==> src/rtl/lcm_req_sched.sv <==
// Request scheduler in front of the GCD/LCM core: buffers operand pairs in a FIFO,
// drops pairs with a zero operand, and issues one request at a time with a timeout.
module lcm_req_sched #(
   parameter int DATA_W  = 8,
   parameter int DEPTH   = 4,
   parameter int TIMEOUT = 300
) (
   input  logic                     clk,
   input  logic                     rst_n,
   input  logic                     in_vld,
   output logic                     in_rdy,
   input  logic [DATA_W-1:0]        in_a,
   input  logic [DATA_W-1:0]        in_b,
   output logic [DATA_W-1:0]        core_a,
   output logic [DATA_W-1:0]        core_b,
   output logic                     core_vld,
   input  logic                     core_done,
   output logic                     busy,
   output logic [$clog2(DEPTH):0]   level,
   output logic                     err_zero,
   output logic                     err_timeout
);

   localparam int AW = $clog2(DEPTH);
   localparam int TW = $clog2(TIMEOUT);
   localparam logic [AW:0]   FULL  = (AW+1)'(DEPTH);
   localparam logic [TW-1:0] TLAST = TW'(TIMEOUT - 1);

   typedef enum logic [1:0] {S_IDLE, S_WAIT, S_GAP} state_t;

   logic [2*DATA_W-1:0] r_mem [DEPTH];
   logic [AW-1:0]       r_wr, r_rd;
   logic [AW:0]         r_cnt;
   state_t              r_state;
   logic [TW-1:0]       r_timer;
   logic                r_gap;
   logic [DATA_W-1:0]   r_core_a, r_core_b;
   logic                r_core_vld, r_err_zero, r_err_to;

   logic                w_push, w_pop, w_zero;
   logic [2*DATA_W-1:0] w_head;

   assign in_rdy = (r_cnt != FULL);
   assign w_push = in_vld && in_rdy;
   assign w_pop  = (r_state == S_IDLE) && (r_cnt != '0);
   assign w_head = r_mem[r_rd];
   assign w_zero = (w_head[2*DATA_W-1:DATA_W] == '0) || (w_head[DATA_W-1:0] == '0);

   // Storage needs no reset: the count alone decides which entries are live.
   always_ff @(posedge clk) begin
      if (w_push) r_mem[r_wr] <= {in_a, in_b};
   end

   always_ff @(posedge clk or negedge rst_n) begin
      if (!rst_n) begin
         r_wr  <= '0;
         r_rd  <= '0;
         r_cnt <= '0;
      end else begin
         if (w_push) r_wr <= r_wr + AW'(1);
         if (w_pop)  r_rd <= r_rd + AW'(1);
         case ({w_push, w_pop})
            2'b10:   r_cnt <= r_cnt + (AW+1)'(1);
            2'b01:   r_cnt <= r_cnt - (AW+1)'(1);
            default: r_cnt <= r_cnt;
         endcase
      end
   end

   always_ff @(posedge clk or negedge rst_n) begin
      if (!rst_n) begin
         r_state    <= S_IDLE;
         r_timer    <= '0;
         r_gap      <= 1'b0;
         r_core_a   <= '0;
         r_core_b   <= '0;
         r_core_vld <= 1'b0;
         r_err_zero <= 1'b0;
         r_err_to   <= 1'b0;
      end else begin
         r_core_vld <= 1'b0;
         r_err_zero <= 1'b0;
         r_err_to   <= 1'b0;
         case (r_state)
            S_IDLE: begin
               if (w_pop) begin
                  if (w_zero) begin
                     r_err_zero <= 1'b1;
                  end else begin
                     r_core_a   <= w_head[2*DATA_W-1:DATA_W];
                     r_core_b   <= w_head[DATA_W-1:0];
                     r_core_vld <= 1'b1;
                     r_timer    <= '0;
                     r_state    <= S_WAIT;
                  end
               end
            end
            S_WAIT: begin
               // A done arriving on the expiry cycle still counts as success.
               if (core_done) begin
                  r_gap   <= 1'b0;
                  r_state <= S_GAP;
               end else if (r_timer == TLAST) begin
                  r_err_to <= 1'b1;
                  r_gap    <= 1'b0;
                  r_state  <= S_GAP;
               end else begin
                  r_timer <= r_timer + TW'(1);
               end
            end
            S_GAP: begin
               if (r_gap) r_state <= S_IDLE;
               else       r_gap   <= 1'b1;
            end
            default: r_state <= S_IDLE;
         endcase
      end
   end

   assign core_a      = r_core_a;
   assign core_b      = r_core_b;
   assign core_vld    = r_core_vld;
   assign busy        = (r_state != S_IDLE);
   assign level       = r_cnt;
   assign err_zero    = r_err_zero;
   assign err_timeout = r_err_to;

endmodule

==> config.mk <==
export PLATFORM = sky130hd
export DESIGN_NAME = lcm_req_sched
export DESIGN_NICKNAME = d
export VERILOG_FILES = /design/src/rtl/lcm_req_sched.sv
export SDC_FILE = /design/constraint.sdc
export NUM_CORES = 1
export LEC_CHECK = 0
export ABC_AREA = 0
export CAP_MARGIN = 20
export CORE_MARGIN = 3
export CORE_UTILIZATION = 54
export DETAILED_ROUTE_END_ITERATION = 8
export PLACE_DENSITY = 0.83
export SYNTH_ARGS = -nofsm -noshare
export SYNTH_HDL_FRONTEND = slang
export SYNTH_SLANG_ARGS = --single-unit
==> constraint.sdc <==
create_clock -name clk -period 5.4 [get_ports clk]
set_input_delay 1.35 -clock clk [delete_from_list [all_inputs] [get_ports clk]]
set_output_delay 1.35 -clock clk [all_outputs]
set_load 0.02 [all_outputs]
==> impl_metrics.csv, run 1 <==
group,metric,value,unit
status,status,"completed",
cells_and_area,fin_nets,308,
pwr,p_leak,1.84,nW
logic_synthesis,synth_edf_count,64,
clock_network,cts_resized,0,
grt,antenna_found_initial,0,
sta,finalHoldViolations,0,
clock_network,clockRootBuffer,"clkbuf_8",
grt,track_usage,17.4,%
die,rows,31,
clock_network,cts_tree,"done",
grt,grt_pass1_wl,11.5,mm
worst_setup_path,critPathBufInv,1,
sta,fmax,0.325,GHz
die,fp.dieH,94.3,um
drt,wirelength,7.06,mm
die,core,0.00741,mm2
cells_and_area,syn_to_final_growth,16.0,%
logic_synthesis,synthesis.area,0.00421,mm2
grt,first_global_vias,2283,
worst_setup_path,start_kind,"flop",
pwr,intPower,0.00176,W
cells_and_area,insertedDiodeCount,0,
pwr,p_comb_share,37.3,%
logic_synthesis,ys_ff_latch,102,
clock_network,postCtsHoldBufs,0,
worst_setup_path,critPathArrivalTime,1.73,ns
hold_path,hold_class,"flop to flop",
cells_and_area,fillers,501,
logic_synthesis,synthXorXnorAreaFrac,1.25,%
logic_synthesis,synth_top_family_by_area,"multiplexers",
worst_setup_path,max_stage_delay,0.56,ns
worst_setup_path,crit_family,"buffers and inverters",
worst_setup_path,critPathKind,"flop to output pin",
clock_network,cts_sinks,102,
clock_network,htreeDepth,3,
pwr,p_seq_share,45.3,%
pwr,power_density,549,mW/mm2
pwr,clkPwrFrac,17.3,%
logic_synthesis,synthAdderAreaFrac,2.26,%
logic_synthesis,yosys.area_share.simple,5.38,%
clock_network,cts.reportedPaths.clkPinSlew,0.10,ns
clock_network,clkLatencyLatePin,0.37,ns
pwr,switching_share,34.5,%
cells_and_area,utilization,65.9,%
logic_synthesis,synth_seq_area_share,68.2,%
sta,fin_crit_sh,57.0,%
placement,port_buffers,43,
logic_synthesis,yosysWarnings,0,
cells_and_area,drive_gt1_share,14.7,%
grt,grt_start_max_net_pins,39,
die,die_w,94.3,um
sta,slew_headroom,42.9,%
drt,dr.first_iter.drc_count,110,
worst_setup_path,crit_path_end_kind,"output pin",
clock_network,postCtsSetupRepairBufs,0,
pwr,peakVddDrop,0.000218,V
die,start_util,56.8,%
logic_synthesis,syn-num-nets,261,
sta,rsz0062_at_grt,"false",
logic_synthesis,synth-compound-area-share,4.87,%
sta,fin_crit,3.08,ns
drt,antenna_left,0,
worst_setup_path,cp_max_fo,7,
pwr,power.total,0.00268,W
logic_synthesis,netlist_instances,234,
logic_synthesis,synth.distinct_cells,40,
clock_network,cts_buffers,9,
drt,drt_pass1_iterations,4,
drt,avgRoutedWirePerCell,18.3,um
logic_synthesis,yosys_most_used_dff,"edfxtp_1",
drt,avgViaCountPerCell,5.74,
logic_synthesis,avgSynthCellArea,18.0,um2
logic_synthesis,async_flop_share,37.3,%
cells_and_area,layout_common_cells,"edfxtp_1, clkdlybuf4s50_1, dfrtp_1",
logic_synthesis,synth_mux_area_share,15.7,%
drt,drc,0,
worst_setup_path,crit_path_cell_trace,"or2_2 > clkdlybuf4s50_1",
placement,place_congestion,0.753,
pwr,power.switching,0.000924,W
cells_and_area,fin_area,0.00488,mm2
grt,gr-total-overflow,0,
clock_network,clockBufferDepth,2,
die,die_area,0.00889,mm2
drt,vias,2210,
worst_setup_path,required,4.05,ns
placement,dpl_cell_area,0.00469,mm2
die,ioPinCount,44,
sta,tns,0,ns
sta,finalClockSkew,0.0121,ns
placement,place_hpwl,4.87,mm
worst_setup_path,crit_slowest_cell,"clkdlybuf4s50_1",
cells_and_area,final_common_cell,"edfxtp_1",
sta,worst_pin_slew,0.856,ns
run,maxCapViolations,0,
sta,finalSetupViolCount,0,
sta,finalMaxSlewViolations,0,
## sequential cells by signal, indices dropped and copies added (netlist names)
register,cells
r_wr,2
r_mem,64
r_state,2
err_timeout,1
r_timer,9
core_b,8
level,3
core_a,8
err_zero,1
core_vld,1
r_gap,1
r_rd,2
## metrics by stage
step / std cells / hold WS (ns) / setup slack, ns
finish: 385 / 0.503 / 2.32
global route: 385 / 0.541 / 2.20
CTS: 385 / 0.512 / 2.26
detailed placement: 369 / 0.504 / 2.20
global placement: 369 / 0.465 / 2.29
floorplan: 234 / 0.452 / 2.80
## worst reg2reg max path, stage by stage (launching register included)
cell     delay [ns]
dfrtp_1        0.92
mux4_1         0.71
nor4_1         0.47
a22oi_2        0.20
nand2_4        0.28
mux2_2         0.39
## cells in the mapped netlist (all sizes together) (3+ instances only)
cell type	number	share of area, %
o2bb2ai	4	0.83
buf	6	1.6
dfrtp	38	23
nor2	5	0.45
nand2	8	0.89
a21oi	5	0.59
edfxtp	64	46
inv	8	0.71
xnor2	3	0.62
mux2	18	5.6
nor3	5	0.59
a22o	3	0.62
nand3	5	0.59
o21ai	8	1.2
ha	6	1.8
and3	4	0.59
nor4	4	0.59
xor2	3	0.62
mux4	16	9.8
## path summary, 6_finish.rpt
kind | start | end | slack [ns] | cells after the start
max in group asynchronous | rst_n | err_zero$_DFF_PN0_ | 3.80 | 1
min in group asynchronous | rst_n | core_b[4]$_DFFE_PN0P_ | 1.07 | 1
hold reg to reg | r_gap$_DFFE_PN0P_ | r_state[1]$_DFFE_PN0P_ | 0.50 | 1
setup reg to reg | r_rd[0]$_DFFE_PN0P_ | core_b[6]$_DFFE_PN0P_ | 2.34 | 5
hold / removal | r_gap$_DFFE_PN0P_ | r_state[1]$_DFFE_PN0P_ | 0.50 | 1
setup / recovery | r_state[1]$_DFFE_PN0P_ | busy | 2.32 | 2
## kinds of logic (layout without fill, tap and decap cells)
family          after synthesis  count (layout)
compound gates               28              28
xor+xnor                      6               6
fa+ha+maj                     7               7
buf+inv                      15              67
flops                       102             102
mux                          35              35
simple gates                 41              41
## metal layers
layer,vias up,GRT usage (%),wire [um]
li1,1020,-,-
met1,1121,21.7,3050
met2,55,30.1,3680
met3,14,3.53,234
met4,0,6.50,97
met5,-,0,0
## area by class of cell
class                           count  area (um2)  area share (%)
Clock inverter                      7        70.1            1.43
Timing Repair Buffer               43         425            8.71
Multi-Input combinational cell    117        1240            25.4
Inverter                            8        30.0           0.615
Tap cell                           99         124            2.54
Clock buffer                        9         124            2.54
Sequential cell                   102        2870            58.8
## power groups by stage
| stage | Clock (W) | Sequential, W | Combinational, W |
|---|---|---|---|
| after floorplan | 0 | 0.00124 | 0.000687 |
| after global placement | 0 | 0.00122 | 0.000985 |
| after detailed placement | 0 | 0.00123 | 0.00101 |
| after CTS | 0.000479 | 0.00122 | 0.00101 |
| after global routing | 0.000510 | 0.00124 | 0.00108 |
| final | 0.000464 | 0.00121 | 0.00100 |
No activity file was read; power rests on OpenSTA's default activity.
==> inputs of run 2 (changes only) <==
CORE_UTILIZATION = 51   (was 54)
PLACE_DENSITY = 0.82   (was 0.83)
clock period = 2.6 ns   (was 5.4 ns; I/O delays follow)
==> impl_metrics.csv, run 2 (same netlist as run 1, synthesis figures left out) <==
group,metric,value,unit
clock_network,postCtsHoldBufs,0,
sta,finalMaxSlewViolations,0,
sta,fin_crit,2.46,ns
worst_setup_path,rrSetupSlack,0.14,ns
clock_network,htreeDepth,3,
clock_network,clockRootBuffer,"clkbuf_8",
sta,finalClockSkew,0.0142,ns
cells_and_area,insertedDiodeCount,0,
cells_and_area,multi_input_area,0.00127,mm2
die,fp.dieH,96.9,um
worst_setup_path,crit_family,"multiplexers",
drt,drt_pass1_iterations,4,
placement,port_buffers,43,
sta,finalHoldViolations,0,
clock_network,cts.reportedPaths.clkPinSlew,0.10,ns
cells_and_area,fillers,531,
cells_and_area,largest_reg_flops,64,
pwr,power_density,1140,mW/mm2
grt,track_usage,16.4,%
cells_and_area,fin_area,0.00501,mm2
cells_and_area,syn_to_final_growth,19.0,%
cells_and_area,final_common_cell,"edfxtp_1",
sta,rsz0062_at_grt,"false",
worst_setup_path,crit_path_end_kind,"flop",
sta,fmax,0.407,GHz
die,rows,32,
hold_path,hold_class,"primary input to asynchronous set/reset pin",
clock_network,cts_buffers,9,
placement,dp_slack,0.0850,ns
cells_and_area,drive_gt1_share,19.1,%
drt,avgViaCountPerCell,5.62,
worst_setup_path,max_stage_delay,0.64,ns
worst_setup_path,start_kind,"flop",
drt,wirelength,7.28,mm
sta,layout_setup_ws,0.143,ns
cells_and_area,fin_nets,320,
worst_setup_path,rr_startpoint,"r_rd[0]$_DFFE_PN0P_",
drt,avgRoutedWirePerCell,18.2,um
placement,place_congestion,0.734,
placement,place_hpwl,4.84,mm
worst_setup_path,critPathBufInv,1,
sta,tns,0,ns
sta,slew_headroom,44.8,%
placement,dpl_cell_area,0.00478,mm2
sta,worst_pin_slew,0.829,ns
cells_and_area,largestRegisters,"r_mem x64, r_timer x9",
worst_setup_path,cp_max_fo,18,
die,start_util,53.4,%
grt,grt_start_max_net_pins,39,
sta,fin_crit_sh,94.5,%
worst_setup_path,crit_path_cell_trace,"buf_12 > mux4_1 > nor4_1 > a22oi_2 > nand2_2 > mux2_4",
worst_setup_path,worstSetupPathDepth,6,
drt,antenna_left,0,
grt,antenna_found_initial,0,
drt,dr.first_iter.drc_count,91,
clock_network,clockBufferDepth,2,
worst_setup_path,crit_slowest_cell,"mux4_1",
worst_setup_path,crit_end,"core_a[3]$_DFFE_PN0P_",
die,die_area,0.00938,mm2
grt,gr-total-overflow,0,
worst_setup_path,critPathArrivalTime,2.70,ns
status,status,"completed",
grt,first_global_vias,2310,
clock_network,postCtsSetupRepairBufs,0,
die,ioPinCount,44,
pwr,peakVddDrop,0.000414,V
cells_and_area,top_register,"r_mem",
worst_setup_path,rr_endpoint,"core_a[3]$_DFFE_PN0P_",
worst_setup_path,reg2reg_depth,6,
cells_and_area,layout_common_cells,"edfxtp_1, clkdlybuf4s50_1, dfrtp_1",
run,maxCapViolations,0,
clock_network,cts_sinks,102,
grt,grt_pass1_wl,12.0,mm
worst_setup_path,cp-startpoint,"r_rd[0]$_DFFE_PN0P_",
cells_and_area,seq_area,0.00287,mm2
pwr,p_leak,1.90,nW
clock_network,cts_tree,"done",
die,die_w,96.9,um
sta,finalSetupViolCount,0,
drt,drc,0,
clock_network,clkLatencyLatePin,0.37,ns
die,core,0.00789,mm2
worst_setup_path,required,2.85,ns
worst_setup_path,critPathKind,"flop to flop",
drt,vias,2249,
-- run 2: cell count changes in the layout (fill, tap and decap cells not counted), moves of 3 or more --
| cell | previous run | this run |
|---|---|---|
| nor4_2 | 0 | 3 |
| inv_6 | 1 | 4 |
| inv_8 | 4 | 1 |
| nor4_1 | 4 | 1 |
| buf_4 | 0 | 9 |
-- run 2: per-layer routing --
layer  routed length (um)  part of all wire [%]  track usage [%]
met1                 3270                    45             22.4
met2                 3630                    50             26.2
met3                  285                   3.9             3.97
met4                  100                   1.4             5.18
met5                    0                     0                0
-- run 2: final cells by class --
class	instances	area share, %
clock inverter	7	1.40
inverter	8	0.599
multi-input combinational	119	25.4
timing repair buffer	53	10.2
tap	102	2.55
clock buffer	9	2.47
sequential	102	57.3
-- run 2: power by group --
| group | internal, W | switching, W |
|---|---|---|
| Combinational | 0.00118 | 0.00118 |
| Sequential | 0.00219 | 0.000223 |
| Clock | 0.000377 | 0.000587 |
| Total | 0.00375 | 0.00199 |
-- run 2: metrics by stage --
stage,cells,utilization [%],hold WS (ns),total power [W]
final,400,63.5,0.374,0.00574
after global routing,400,63.5,0.438,0.00607
after CTS,398,63.1,0.402,0.00573
after floorplan,234,-,0.354,0.00400
after global placement,382,60.6,0.467,0.00468
after detailed placement,382,60.6,0.477,0.00476
-- run 2: what timing repair did --
item                       4_1_cts  5_1_grt
hold endpoints to repair         0        0
resized for setup                0        3
setup endpoints to repair        0       25
-- run 2: worst min-delay path by stage --
stage,endpoint,cells past startpoint,slack [ns],from
floorplan,core_a[0]$_DFFE_PN0P_,0,0.35,rst_n
global placement,r_state[1]$_DFFE_PN0P_,1,0.47,r_gap$_DFFE_PN0P_
detailed placement,r_state[1]$_DFFE_PN0P_,1,0.48,r_gap$_DFFE_PN0P_
CTS,r_timer[5]$_DFFE_PN0P_,1,0.40,rst_n
global route,r_timer[5]$_DFFE_PN0P_,1,0.44,rst_n
finish,r_timer[5]$_DFFE_PN0P_,1,0.37,rst_n
==> inputs of run 3 (changes only) <==
CAP_MARGIN = 10   (was 20)
CORE_ASPECT_RATIO = 1.75   (was unset)
CTS_CLUSTER_SIZE = 12   (was unset)
==> impl_metrics.csv, run 3 (same netlist as run 1, synthesis figures left out) <==
group,metric,value,unit
worst_setup_path,critPathKind,"flop to flop",
placement,place_hpwl,5.23,mm
die,fp.dieH,126,um
grt,antenna_found_initial,0,
sta,hold_ws,0.413,ns
clock_network,htreeDepth,3,
clock_network,cts_tree,"done",
sta,fmax,0.401,GHz
sta,finalClockSkew,0.00598,ns
drt,m1WireLength,2.84,mm
grt,track_usage,17.4,%
worst_setup_path,cp_max_fo,18,
drt,antenna_left,0,
run,maxCapViolations,0,
cells_and_area,insertedDiodeCount,0,
placement,place_congestion,0.822,
sta,worst_pin_slew,0.834,ns
cells_and_area,top_register,"r_mem",
sta,finalHoldViolations,0,
sta,fin_crit_sh,96.0,%
drt,wl_met2,4.16,mm
pwr,power_density,1180,mW/mm2
cells_and_area,fillers,576,
cells_and_area,fin_nets,318,
die,core,0.00796,mm2
die,die_area,0.00943,mm2
drt,wirelength,7.42,mm
grt,grt_pass1_wl,11.9,mm
clock_network,cts.reportedPaths.clkPinSlew,0.06,ns
worst_setup_path,required,2.82,ns
cells_and_area,largestRegisters,"r_mem x64, r_timer x9",
die,ioPinCount,44,
status,status,"completed",
sta,slew_headroom,44.4,%
grt,gr-total-overflow,0,
clock_network,clockBufferDepth,2,
pwr,power.total,0.00598,W
worst_setup_path,max_stage_delay,0.61,ns
clock_network,cts_sinks,102,
drt,vias,2235,
cells_and_area,stdcell_count,386,
drt,dr.first_iter.drc_count,85,
clock_network,postCtsSetupRepairBufs,0,
die,start_util,52.9,%
cells_and_area,largest_reg_flops,64,
clock_network,cts_buffers,9,
die,die_w,74.7,um
drt,avgViaCountPerCell,5.79,
drt,wl_met3,222,um
worst_setup_path,crit_path_cell_trace,"buf_12 > mux4_1 > nor4_1 > a22oi_2 > nand2_4 > mux2_2",
cells_and_area,final_common_cell,"edfxtp_1",
drt,drt_pass1_iterations,4,
placement,dp_cells,370,
cells_and_area,syn_to_final_growth,20.0,%
drt,avgRoutedWirePerCell,19.2,um
worst_setup_path,crit_path_end_kind,"flop",
hold_path,hold_class,"primary input to asynchronous set/reset pin",
die,rows,43,
sta,tns,0,ns
drt,drc,0,
placement,port_buffers,43,
pwr,p_leak,1.93,nW
cells_and_area,drive_gt1_share,17.2,%
worst_setup_path,critPathArrivalTime,2.71,ns
worst_setup_path,crit_slowest_cell,"mux4_1",
worst_setup_path,start_kind,"flop",
sta,finalMaxSlewViolations,0,
sta,rsz0062_at_grt,"false",
cells_and_area,layout_common_cells,"edfxtp_1, clkdlybuf4s50_1, dfrtp_1",
grt,first_global_vias,2385,
pwr,peakVddDrop,0.000607,V
clock_network,clkLatencyLatePin,0.34,ns
sta,fin_crit,2.50,ns
clock_network,clockRootBuffer,"clkbuf_16",
drt,routed.top_layer,"met4",
sta,finalSetupViolCount,0,
grt,grt_start_max_net_pins,39,
## run 3: timing repair
item,in CTS,in global routing
endpoints found under the hold margin,0,0
endpoints found under the setup margin,4,6
gates cloned,0,0
pin swaps,0,1
gates resized for setup,1,1
hold buffers,0,0
## run 3: worst max-delay path: cells and delay by family, from the launching register on
| family | cells | cell delay [ns] |
|---|---|---|
| mux | 2 | 0.99 |
| simple gates | 2 | 0.63 |
| flops | 1 | 0.38 |
| buf+inv | 1 | 0.19 |
| compound gates | 1 | 0.17 |
## run 3: worst paths after layout
check | slack [ns] | cells past startpoint | startpoint | end
setup / recovery | 0.10 | 6 | r_rd[0]$_DFFE_PN0P_ | core_b[6]$_DFFE_PN0P_
hold / removal | 0.41 | 1 | rst_n | core_b[4]$_DFFE_PN0P_
setup reg to reg | 0.10 | 6 | r_rd[0]$_DFFE_PN0P_ | core_b[6]$_DFFE_PN0P_
hold reg to reg | 0.50 | 1 | r_gap$_DFFE_PN0P_ | r_state[1]$_DFFE_PN0P_
max in group asynchronous | 1.66 | 1 | rst_n | r_state[0]$_DFFE_PN0P_
min in group clk | 0.50 | 1 | r_gap$_DFFE_PN0P_ | r_state[1]$_DFFE_PN0P_
## run 3: area by class of cell
type	instances	area (um2)	area share, %
Sequential cell	102	2870	56.9
Multi-Input combinational cell	117	1250	24.8
Timing Repair Buffer	53	513	10.2
Clock buffer	12	246	4.88
Tap cell	90	113	2.23
Inverter	8	30.0	0.594
Clock inverter	4	23.8	0.471
## run 3: per-stage QoR
stage                     worst slack (ns)  area (um2)  utilization, %
final                                0.105        5050            63.5
after global placement              0.0224        4770            59.9
after floorplan                      0.150        4210               -
after global routing               0.00446        5050            63.5
after detailed placement           0.00997        4770            59.9
after CTS                           0.0741        5040            63.3
## run 3: routing by layer
layer | track usage [%] | vias up
met2 | 30.0 | 38
met4 | 8.49 | 0
met5 | 0 | -
met3 | 3.67 | 15
met1 | 19.9 | 1145
li1 | - | 1037
## run 3: power by group
group          switching (W)  leakage (nW)  internal [W]  total [W]
combinational        0.00118         0.739       0.00117    0.00235
sequential          0.000227          1.06       0.00220    0.00242
clock               0.000533         0.136      0.000672    0.00120
total                0.00194          1.93       0.00404    0.00598
